## src/rtl/y_row_fetch_ctrl.sv

```systemverilog
// Y-matrix row fetch controller: looks up a row's start-line pointer in Y line
// memory and streams LINES_PER_ROW consecutive line addresses to the datapath.
module y_row_fetch_ctrl #(
    parameter int ROW_W         = 16,
    parameter int ADDR_W        = 11,
    parameter int LINE_W        = 256,
    parameter int PTRS_PER_LINE = 16,
    parameter int LINES_PER_ROW = 2,
    parameter int RD_LAT        = 1
) (
    input  logic              clock,
    input  logic              reset,
    input  logic              req_valid,
    output logic              req_ready,
    input  logic [ROW_W-1:0]  req_row,
    output logic              mem_rd_en,
    output logic [ADDR_W-1:0] mem_rd_addr,
    input  logic [LINE_W-1:0] mem_rd_data,
    output logic              line_valid,
    input  logic              line_ready,
    output logic [ADDR_W-1:0] line_addr,
    output logic              line_first,
    output logic              line_last,
    output logic              null_row,
    output logic              busy
);

    localparam int PF_W  = LINE_W / PTRS_PER_LINE;
    localparam int SEL_W = (PTRS_PER_LINE > 1) ? $clog2(PTRS_PER_LINE) : 1;
    localparam int CNT_W = $clog2(RD_LAT + 1);
    localparam int IDX_W = (LINES_PER_ROW > 1) ? $clog2(LINES_PER_ROW) : 1;

    localparam logic [CNT_W-1:0] WAIT_INIT = CNT_W'(RD_LAT);
    localparam logic [IDX_W-1:0] LAST_IDX  = IDX_W'(LINES_PER_ROW - 1);
    localparam logic             ONE_LINE  = (LINES_PER_ROW == 1);

    typedef enum logic [1:0] {
        IDLE,
        PTR_RD,
        PTR_WAIT,
        ISSUE
    } state_t;

    state_t             state;
    state_t             stateNext;
    logic [CNT_W-1:0]   waitCnt;
    logic [CNT_W-1:0]   waitCntNext;
    logic [IDX_W-1:0]   lineIdx;
    logic [IDX_W-1:0]   lineIdxNext;
    logic [ADDR_W-1:0]  nxt;
    logic [ADDR_W-1:0]  nxtNext;
    logic [SEL_W-1:0]   fieldIdx;
    logic [SEL_W-1:0]   fieldIdxNext;
    logic               memRdEnNext;
    logic [ADDR_W-1:0]  memRdAddrNext;
    logic               lineValidNext;
    logic [ADDR_W-1:0]  lineAddrNext;
    logic               lineFirstNext;
    logic               lineLastNext;
    logic               nullRowNext;
    logic [ADDR_W-1:0]  rdPtr;

    // Only the low ADDR_W bits of the selected pointer field are meaningful.
    assign rdPtr     = mem_rd_data[fieldIdx * PF_W +: ADDR_W];
    assign req_ready = (state == IDLE) && !reset;
    assign busy      = (state != IDLE);

    always_comb begin
        stateNext     = state;
        waitCntNext   = waitCnt;
        lineIdxNext   = lineIdx;
        nxtNext       = nxt;
        fieldIdxNext  = fieldIdx;
        memRdEnNext   = 1'b0;
        memRdAddrNext = mem_rd_addr;
        lineValidNext = line_valid;
        lineAddrNext  = line_addr;
        lineFirstNext = line_first;
        lineLastNext  = line_last;
        nullRowNext   = 1'b0;

        case (state)
            IDLE: begin
                if (req_valid && req_ready) begin
                    if (req_row == '1) begin
                        // Continue request: resume right after the last issued line.
                        stateNext     = ISSUE;
                        lineIdxNext   = '0;
                        lineValidNext = 1'b1;
                        lineAddrNext  = nxt;
                        lineFirstNext = 1'b1;
                        lineLastNext  = ONE_LINE;
                    end else begin
                        stateNext     = PTR_RD;
                        memRdEnNext   = 1'b1;
                        memRdAddrNext = ADDR_W'(req_row >> SEL_W);
                        fieldIdxNext  = req_row[SEL_W-1:0];
                    end
                end
            end

            PTR_RD: begin
                stateNext   = PTR_WAIT;
                waitCntNext = WAIT_INIT;
            end

            PTR_WAIT: begin
                waitCntNext = waitCnt - 1'b1;
                if (waitCnt == CNT_W'(1)) begin
                    if (rdPtr == '1) begin
                        nullRowNext = 1'b1;
                        stateNext   = IDLE;
                    end else begin
                        stateNext     = ISSUE;
                        lineIdxNext   = '0;
                        lineValidNext = 1'b1;
                        lineAddrNext  = rdPtr;
                        lineFirstNext = 1'b1;
                        lineLastNext  = ONE_LINE;
                    end
                end
            end

            ISSUE: begin
                if (line_ready) begin
                    if (lineIdx == LAST_IDX) begin
                        nxtNext       = line_addr + 1'b1;
                        lineValidNext = 1'b0;
                        lineFirstNext = 1'b0;
                        lineLastNext  = 1'b0;
                        stateNext     = IDLE;
                    end else begin
                        lineIdxNext   = lineIdx + 1'b1;
                        lineAddrNext  = line_addr + 1'b1;
                        lineFirstNext = 1'b0;
                        lineLastNext  = (lineIdxNext == LAST_IDX);
                    end
                end
            end

            default: stateNext = IDLE;
        endcase
    end

    always_ff @(posedge clock) begin
        if (reset) begin
            state       <= IDLE;
            waitCnt     <= '0;
            lineIdx     <= '0;
            nxt         <= '0;
            mem_rd_en   <= 1'b0;
            mem_rd_addr <= '0;
            line_valid  <= 1'b0;
            line_addr   <= '0;
            line_first  <= 1'b0;
            line_last   <= 1'b0;
            null_row    <= 1'b0;
        end else begin
            state       <= stateNext;
            waitCnt     <= waitCntNext;
            lineIdx     <= lineIdxNext;
            nxt         <= nxtNext;
            mem_rd_en   <= memRdEnNext;
            mem_rd_addr <= memRdAddrNext;
            line_valid  <= lineValidNext;
            line_addr   <= lineAddrNext;
            line_first  <= lineFirstNext;
            line_last   <= lineLastNext;
            null_row    <= nullRowNext;
        end
    end

    // Field selector is pure data; it is always rewritten before it is used.
    always_ff @(posedge clock) begin
        fieldIdx <= fieldIdxNext;
    end

endmodule

```

## config.mk

```make
export PLATFORM = sky130hd
export DESIGN_NAME = y_row_fetch_ctrl
export DESIGN_NICKNAME = d
export VERILOG_FILES = /design/src/rtl/y_row_fetch_ctrl.sv
export SDC_FILE = /design/constraint.sdc
export NUM_CORES = 1
export LEC_CHECK = 0
export ABC_CLOCK_PERIOD_IN_PS = 2400
export CAP_MARGIN = 20
export CORE_AREA = 2 2 117 119
export DETAILED_ROUTE_END_ITERATION = 12
export DIE_AREA = 0 0 119 121
export PLACE_DENSITY = 0.74
export SYNTH_ARGS = -nofsm -noshare
export SYNTH_HDL_FRONTEND = slang
export SYNTH_SLANG_ARGS = --single-unit
```

## constraint.sdc

```tcl
create_clock -name clock -period 2.4 [get_ports clock]
set_input_delay 0.36 -clock clock [delete_from_list [all_inputs] [get_ports clock]]
set_output_delay 0.36 -clock clock [all_outputs]
set_load 0.01 [all_outputs]
```

## After elaboration in Yosys (flattened, before gate mapping)

Index checks and enable logic that the tools add are counted.

| storage, ports and cells | value |
|---|---|
| output and inout bits | 29 |
| word-level logic and storage cells | 84 |
| flip-flop bits (word level) | 46 |

| cells by class | value |
|---|---|
| mux-type cells | 36 |
| bitwise gates (word level) | 5 |
| add/subtract/negate cells | 3 |
| equal/unequal tests | 12 |
| reduce and logical (&&, ||, !) cells | 15 |
| shifts and indexed selects | 1 |

Operator list:

| kind | number |
|---|---|
| $shiftx A256 B9 Y11 | 1 |
| $mux W11 | 6 |
| $pmux W11 S3 | 1 |
| $mux W1 | 17 |
| $eq A16 B16 Y1 const B | 1 |
| $reduce_and A7 Y1 | 2 |
| $mux W2 | 6 |
| $pmux W1 S3 | 4 |
| $add A11 B1 Y11 const B | 1 |
| $eq A11 B11 Y1 const B | 1 |
| $ne A2 B2 Y1 const B | 5 |
| $pmux W2 S4 | 1 |
| $reduce_and A3 Y1 | 2 |
| $reduce_and A6 Y1 | 1 |
| $reduce_or A3 Y1 | 2 |
| $not A1 Y1 | 5 |
| $eq A2 B2 Y1 const B | 2 |
| $ne A2 B1 Y1 const B | 2 |
| $reduce_and A4 Y1 | 1 |
| $reduce_bool A2 Y1 | 2 |
| $reduce_bool A3 Y1 | 1 |
| $eq A2 B1 Y1 const B | 1 |
| $logic_and A1 B1 Y1 | 2 |
| $logic_not A2 Y1 | 1 |
| other kinds (4) | 4 |

## Depth between registers and ports, before layout

Gate-level depths: netlist of run 1.

| depth | value |
|---|---|
| word-level depth | 5 |
| depth in mapped cells | 11 |
| mapped depth without buffers | 8 |

## Worst setup path before layout of run 1

OpenSTA, ideal clock, no wires.

| timing | value |
|---|---|
| path kind | register -> register |
| start | reg fieldIdx[0] |
| end | reg line_addr[9] |
| clock period less this slack | 2.580 ns |
| path slack | -0.180 ns |
| stages on the path, launching flop included | 12 |
| arrival | 2.458 ns |
| setup time | 0.121 ns |
| required time | 2.279 ns |
| path through | edfxtp_1 buf_6 buf_12 mux4_2 a22oi_1 nand2_2 nand4_2 or4_4 buf_6 and2_4 buf_6 mux2_4 |

| on the way | value |
|---|---|
| longest elaborated chain between the ends | 4 |

Ends and longest elaborated chain:

| what | RTL line | text |
|---|---|---|
| from (decl) | 52 | `logic [SEL_W-1:0] fieldIdx;` |
| from (signal assigned) | 175 | `fieldIdx <= fieldIdxNext;` |
| $shiftx A256 B9 Y11 (*) | 64 | `assign rdPtr = mem_rd_data[fieldIdx * PF_W +: ADDR_W];` |
| $eq A11 B11 Y1 / $mux W11 (equally long branches) | 110 | `if (rdPtr == '1) begin` |
| $ne A2 B2 Y1 (no line) / $mux W11 (equally long branches) | -- |  |
| $reduce_and A7 Y1 (no line) / $pmux W11 S3 (equally long branches) | -- |  |
| to (signal assigned) | 166 | `line_addr <= lineAddrNext;` |
| to (decl) | 21 | `output logic [ADDR_W-1:0] line_addr,` |

Mark *: on every way between the ends. The rest lies on a longest branch, timed or not. The select of a mux whose other input is x is not followed.
A chain may end at the register's enable or synchronous reset.

## Worst setup path in the final report of run 1

Ends and elaborated chain as after synthesis.

==> out/qor.csv, run 1 <==
metric,value,unit
Post-synth EDFFs,4,
CTS tree,yes,
Worst-Margin Slew,0.5051,ns
"Top cell by count, worst path",buf_6,
total gr overflow,0,
global-route wire length before repair,24030,um
crit start category,flop,
cell family with most CP delay,simple AND/OR/NAND/NOR gates,
P per Cell Area,583.4,mW/mm^2
RSZ-0062 raised after global routing,true,
die extent in x,119,um
CTS root buf,clkbuf_16,
Synth cell types,52,
asr flop ratio synth,0,%
Setup WS pre-CTS,-0.4999,ns
1st-iter DRT viols,266,
FP Rows,42,
Final Util,52.31,%
Crit path largest cell delay,0.53,ns
Peak VDD IR,0.3161,mV
Syn Inst Count,353,
Synth Warn #,0,
slew margin rel.,66.04,%
"commonest non-fill, non-tap cell in the layout",clkdlybuf4s50_1,
final critical-path required period,2.678,ns
Critical Path AT,2.86,ns
CORE AREA,0.01309,sq mm
Crit path depth,10,
fin worst setup slack,-0.2778,ns
Avg WL per Cell,20.46,um
Final setup viols,17,
crit path capture type,flop,
DRC,0,
Mean Syn Cell Area,10.39,sq um
DR vias/cell,5.157,
Area Growth Syn to Fin,86.66,%
Worst Path Buf+Inv,3,
post-DP HPWL,13310,um
critical path type,flop to flop,
Yosys reg bits,46,
most frequent cells in the layout,"clkdlybuf4s50_1 (224), buf_4 (49), dfxtp_1 (42)",
Worst EP required,2.58,ns
drt first pass iters,4,
skew final,0.008065,ns
die area,0.01440,sq mm
Bufs on Longest Clock Path,2,
number of top-level pins,305,
critical path peak fanout,7,
TritonCTS buffer count,5,
Hold Buf Count CTS,0,
Max-cap violations,0,
Hold WC Path Type,flop to flop,
share of layout cells above drive strength 1,22.62,%
main flop type after synthesis,dfxtp_1,
CP max-delay cell,or4_4,
sequential share of the synthesized area,26.20,%
Placed Cells incl. Taps,781,
Final Hold Viols,0,
Final #Nets,900,
H-tree level count,2,
Starting Density,28.03,%
largest net degree at the start of global routing,41,
LEAKAGE,2.494,nW
outcome,"complete, but fails checks",
number of global-route vias before repair,4309,
ANT nets after route,0,
DIE HEIGHT,121,um
register clock-pin slew on the reported worst setup and hold paths,0.07,ns
Final Cycle Share,111.6,%
syn_nets,635,
Final GP Congestion,0.8853,
Fmax achieved,0.3734,GHz
GRT Util Overall,21.95,%
IO buf count,224,
"Critical Path, Cell by Cell",buf_6 > buf_12 > buf_6 > mux4_2 > a22oi_2 > nand2_1 > nand4_4 > or4_4 > and2_4 > mux2_4,
Synth Cell Area,0.003667,sq mm
clk_lat worst skew,0.29,ns
failing checks,negative setup slack,
Vias,4131,
CTS sink cnt,46,
hold path cells,2,
Layout Cells excl Fill,801,
initial antenna violation count,5,
Worst R2R Path Depth,10,
Fillers,1141,
Pins Over Slew Limit,0,
final WL,16390,um
overall power,0.003994,W
-- flip-flops by register name, indices dropped and copies added (netlist names), 2 cells and up --
name / count
state: 2
nxt: 11
line_addr: 11
fieldIdx: 4
mem_rd_addr: 11
-- what timing repair did --
action                     CTS  global route
cloned                       1             2
gates resized for setup     24            24
pin swaps                   10            10
setup buffers                3             3
setup endpoints to repair   17            18
-- layout make-up --
class | instances | area (sq um) | area share (%)
clock inverter | 2 | 37.54 | 0.5483
timing repair buffer | 287 | 2860 | 41.78
sequential | 46 | 960.9 | 14.04
multi-input combinational | 268 | 2585 | 37.76
inverter | 10 | 37.54 | 0.5483
antenna | 6 | 15.01 | 0.2193
tap | 176 | 220.2 | 3.217
clock buffer | 6 | 128.9 | 1.883
-- worst register-to-register path: cells and delay by family (launching register included) --
kind | cells | cell delay (ns)
AOI/OAI and AO/OA | 1 | 0.08
buffers and inverters | 3 | 0.44
DFF | 1 | 0.38
muxes | 2 | 0.63
and+or+nand+nor | 4 | 1.04
-- synthesized netlist by cell type, types with 6 or more instances --
master	count	share of area [%]
dfxtp_1	42	23
nand2_1	32	3.3
nor2_1	29	3.0
mux4_2	25	15
a21oi_1	21	2.9
a22oi_1	20	4.1
mux4_1	19	14
mux2i_1	13	3.5
nand3_1	13	1.8
o21ai_0	13	1.8
clkbuf_1	11	1.1
inv_1	10	1.0
nand4_1	9	1.5
nor3_1	8	1.1
xnor2_1	7	1.7
buf_2	6	0.82
ha_1	6	2.0
-- worst paths after layout --
path,end,from,slack (ns)
worst max register to register,line_addr[9],fieldIdx[0],-0.28
worst min register to register,nxt[7],nxt[7],0.46
worst max-delay path,line_addr[9],fieldIdx[0],-0.28
worst min-delay path,nxt[7],nxt[7],0.46
-- routing by layer --
metal	vias to the layer above	global-route usage [%]	routed length, um
met2	193	36.64	7727
li1	1914	-	-
met5	-	0	13
met4	2	3.125	159
met1	2004	29.05	6877
met3	18	6.109	1607
-- stage by stage --
stage	area, sq um	setup TNS, ns	hold slack [ns]
floorplan	3669	-0.5861	0.4360
CTS	6715	-3.578	0.4619
finish	6845	-3.218	0.4594
global placement	6451	-5.478	0.4418
global route	6830	-4.595	0.4791
detailed placement	6451	-6.281	0.4543
-- cells by family after synthesis --
family | count (synthesis) | synth area share (%)
multiplexers | 61 | 33.84
buffers and inverters | 39 | 6.346
adder cells (fa/ha/maj) | 6 | 2.047
XOR/XNOR | 9 | 2.150
AO/OA/AOI/OAI | 79 | 14.53
AND/OR/NAND/NOR | 113 | 14.88
flip-flops | 46 | 26.20
-- power by group --
| group | leakage [nW] | internal, W | switching (W) |
|---|---|---|---|
| Combinational | 2.04 | 0.00124 | 0.000910 |
| Sequential | 0.378 | 0.000902 | 0.000157 |
| Clock | 0.0771 | 0.000492 | 0.000296 |
| Total | 2.49 | 0.00263 | 0.00136 |
Power figures use the tool's default switching activity.
==> run 2, diff against run 1 <==
--- a/config.mk
+++ b/config.mk
@@ -11,6 +11,7 @@
 export DETAILED_ROUTE_END_ITERATION = 12
 export DIE_AREA = 0 0 119 121
 export PLACE_DENSITY = 0.74
+export RECOVER_POWER = 25
 export SYNTH_ARGS = -nofsm -noshare
 export SYNTH_HDL_FRONTEND = slang
 export SYNTH_SLANG_ARGS = --single-unit
==> out/qor.csv, run 2 (same netlist as run 1, synthesis figures left out) <==
metric,value,unit
Final GP Congestion,0.8853,
ANT nets after route,0,
Pins Over Slew Limit,0,
register clock-pin slew on the reported worst setup and hold paths,0.07,ns
Final Cycle Share,111.6,%
internal power,0.002620,W
critical path type,flop to flop,
DRC,0,
1st-iter DRT viols,256,
fin worst setup slack,-0.2779,ns
drt first pass iters,4,
largest net degree at the start of global routing,41,
critical path peak fanout,7,
DR vias/cell,5.127,
final WL,16370,um
Worst Path Buf+Inv,3,
Reg power frac,26.6,%
H-tree level count,2,
Fmax achieved,0.3734,GHz
CTS tree,yes,
Hold WC Path Type,flop to flop,
FP Rows,42,
Starting Density,28.03,%
cell family with most CP delay,simple AND/OR/NAND/NOR gates,
crit start category,flop,
Switching Power,0.001366,W
number of top-level pins,305,
"commonest non-fill, non-tap cell in the layout",clkdlybuf4s50_1,
CTS sink cnt,46,
Clk network pwr share,19.8,%
Avg WL per Cell,20.44,um
crit path capture type,flop,
TritonCTS buffer count,5,
most frequent cells in the layout,"clkdlybuf4s50_1 (210), buf_4 (49), dfxtp_1 (42)",
skew final,0.007651,ns
Max-cap violations,0,
Vias,4107,
Setup TNS,-3.192,ns
Min Hold Slack,0.4608,ns
total gr overflow,0,
Final setup viols,17,
Critical Path AT,2.86,ns
final critical-path required period,2.678,ns
final instance area,0.006845,sq mm
overall power,0.003986,W
Post-DP Area,0.006451,sq mm
combinational share of power,53.6,%
GRT Util Overall,21.95,%
share of layout cells above drive strength 1,22.62,%
Sw Share,34.28,%
CP max-delay cell,or4_4,
Crit path largest cell delay,0.53,ns
initial antenna violation count,5,
outcome,"complete, but fails checks",
die extent in x,119,um
die area,0.01440,sq mm
Final Hold Viols,0,
slew margin rel.,65.93,%
CORE AREA,0.01309,sq mm
"Critical Path, Cell by Cell",buf_6 > buf_12 > buf_6 > mux4_2 > a22oi_2 > nand2_1 > nand4_4 > or4_4 > and2_4 > mux2_4,
CTS root buf,clkbuf_16,
Area Growth Syn to Fin,86.66,%
clk_lat worst skew,0.29,ns
number of global-route vias before repair,4309,
post-DP HPWL,13310,um
Worst EP required,2.58,ns
global-route wire length before repair,24030,um
IO buf count,224,
Setup WS pre-CTS,-0.4999,ns
Top Registers,"line_addr: 11 flops, mem_rd_addr: 11 flops, nxt: 11 flops",
Fillers,1141,
Bufs on Longest Clock Path,2,
LEAKAGE,2.526,nW
P per Cell Area,582.2,mW/mm^2
RSZ-0062 raised after global routing,true,
failing checks,negative setup slack,
Peak VDD IR,0.3162,mV
DIE HEIGHT,121,um
"Top cell by count, worst path",buf_6,
Final #Nets,900,
Worst-Margin Slew,0.5068,ns
-- run 2: final cells by class --
cell class              count  area, sq um  area share (%)
multi-input cells         268         2585           37.76
repair buffers            287         2860           41.78
well taps                 176        220.2           3.217
flip-flops and latches     46        960.9           14.04
clock buffers               6        128.9           1.883
diodes                      6        15.01          0.2193
clock inverters             2        37.54          0.5483
inverters                  10        37.54          0.5483
-- run 2: worst min-delay path, delay by kind of cell, from the launching register on --
family | cells | cell delay [ns]
DFF | 1 | 0.31
and+or+nand+nor | 1 | 0.05
AOI/OAI and AO/OA | 1 | 0.05
-- run 2: through the flow --
step	utilization (%)	cells
floorplan	-	353
global placement	49.30	781
detailed placement	49.30	781
CTS	51.32	793
global route	52.20	795
finish	52.31	801
-- run 2: power groups by stage --
stage / clock (W) / sequential (W) / combinational [W]
after global routing: 0.000823 / 0.00108 / 0.00227
after detailed placement: 0 / 0.00108 / 0.00195
after floorplan: 0 / 0.00107 / 0.000928
after CTS: 0.000791 / 0.00106 / 0.00205
after global placement: 0 / 0.00107 / 0.00191
final: 0.000789 / 0.00106 / 0.00214
-- run 2: worst paths after layout --
kind / startpoint / endpoint / slack (ns) / cells after the start
max: fieldIdx[0] / line_addr[9] / -0.28 / 10
min: nxt[7] / nxt[7] / 0.46 / 2
max reg2reg: fieldIdx[0] / line_addr[9] / -0.28 / 10
min reg2reg: nxt[7] / nxt[7] / 0.46 / 2
-- run 2: repair_timing --
item / CTS / global route
setup endpoints to repair: 17 / 18
resized for setup: 24 / 24
setup buffers: 3 / 3
hold buffers: 0 / 0
pin swaps: 10 / 10
gates cloned: 1 / 2
-- run 2: layer usage --
| metal | routed length, um | vias up | track usage, % |
|---|---|---|---|
| li1 | - | 1917 | - |
| met1 | 6961 | 1978 | 29.05 |
| met2 | 7722 | 194 | 36.64 |
| met3 | 1521 | 16 | 6.109 |
| met4 | 150 | 2 | 3.125 |
| met5 | 13 | - | 0 |
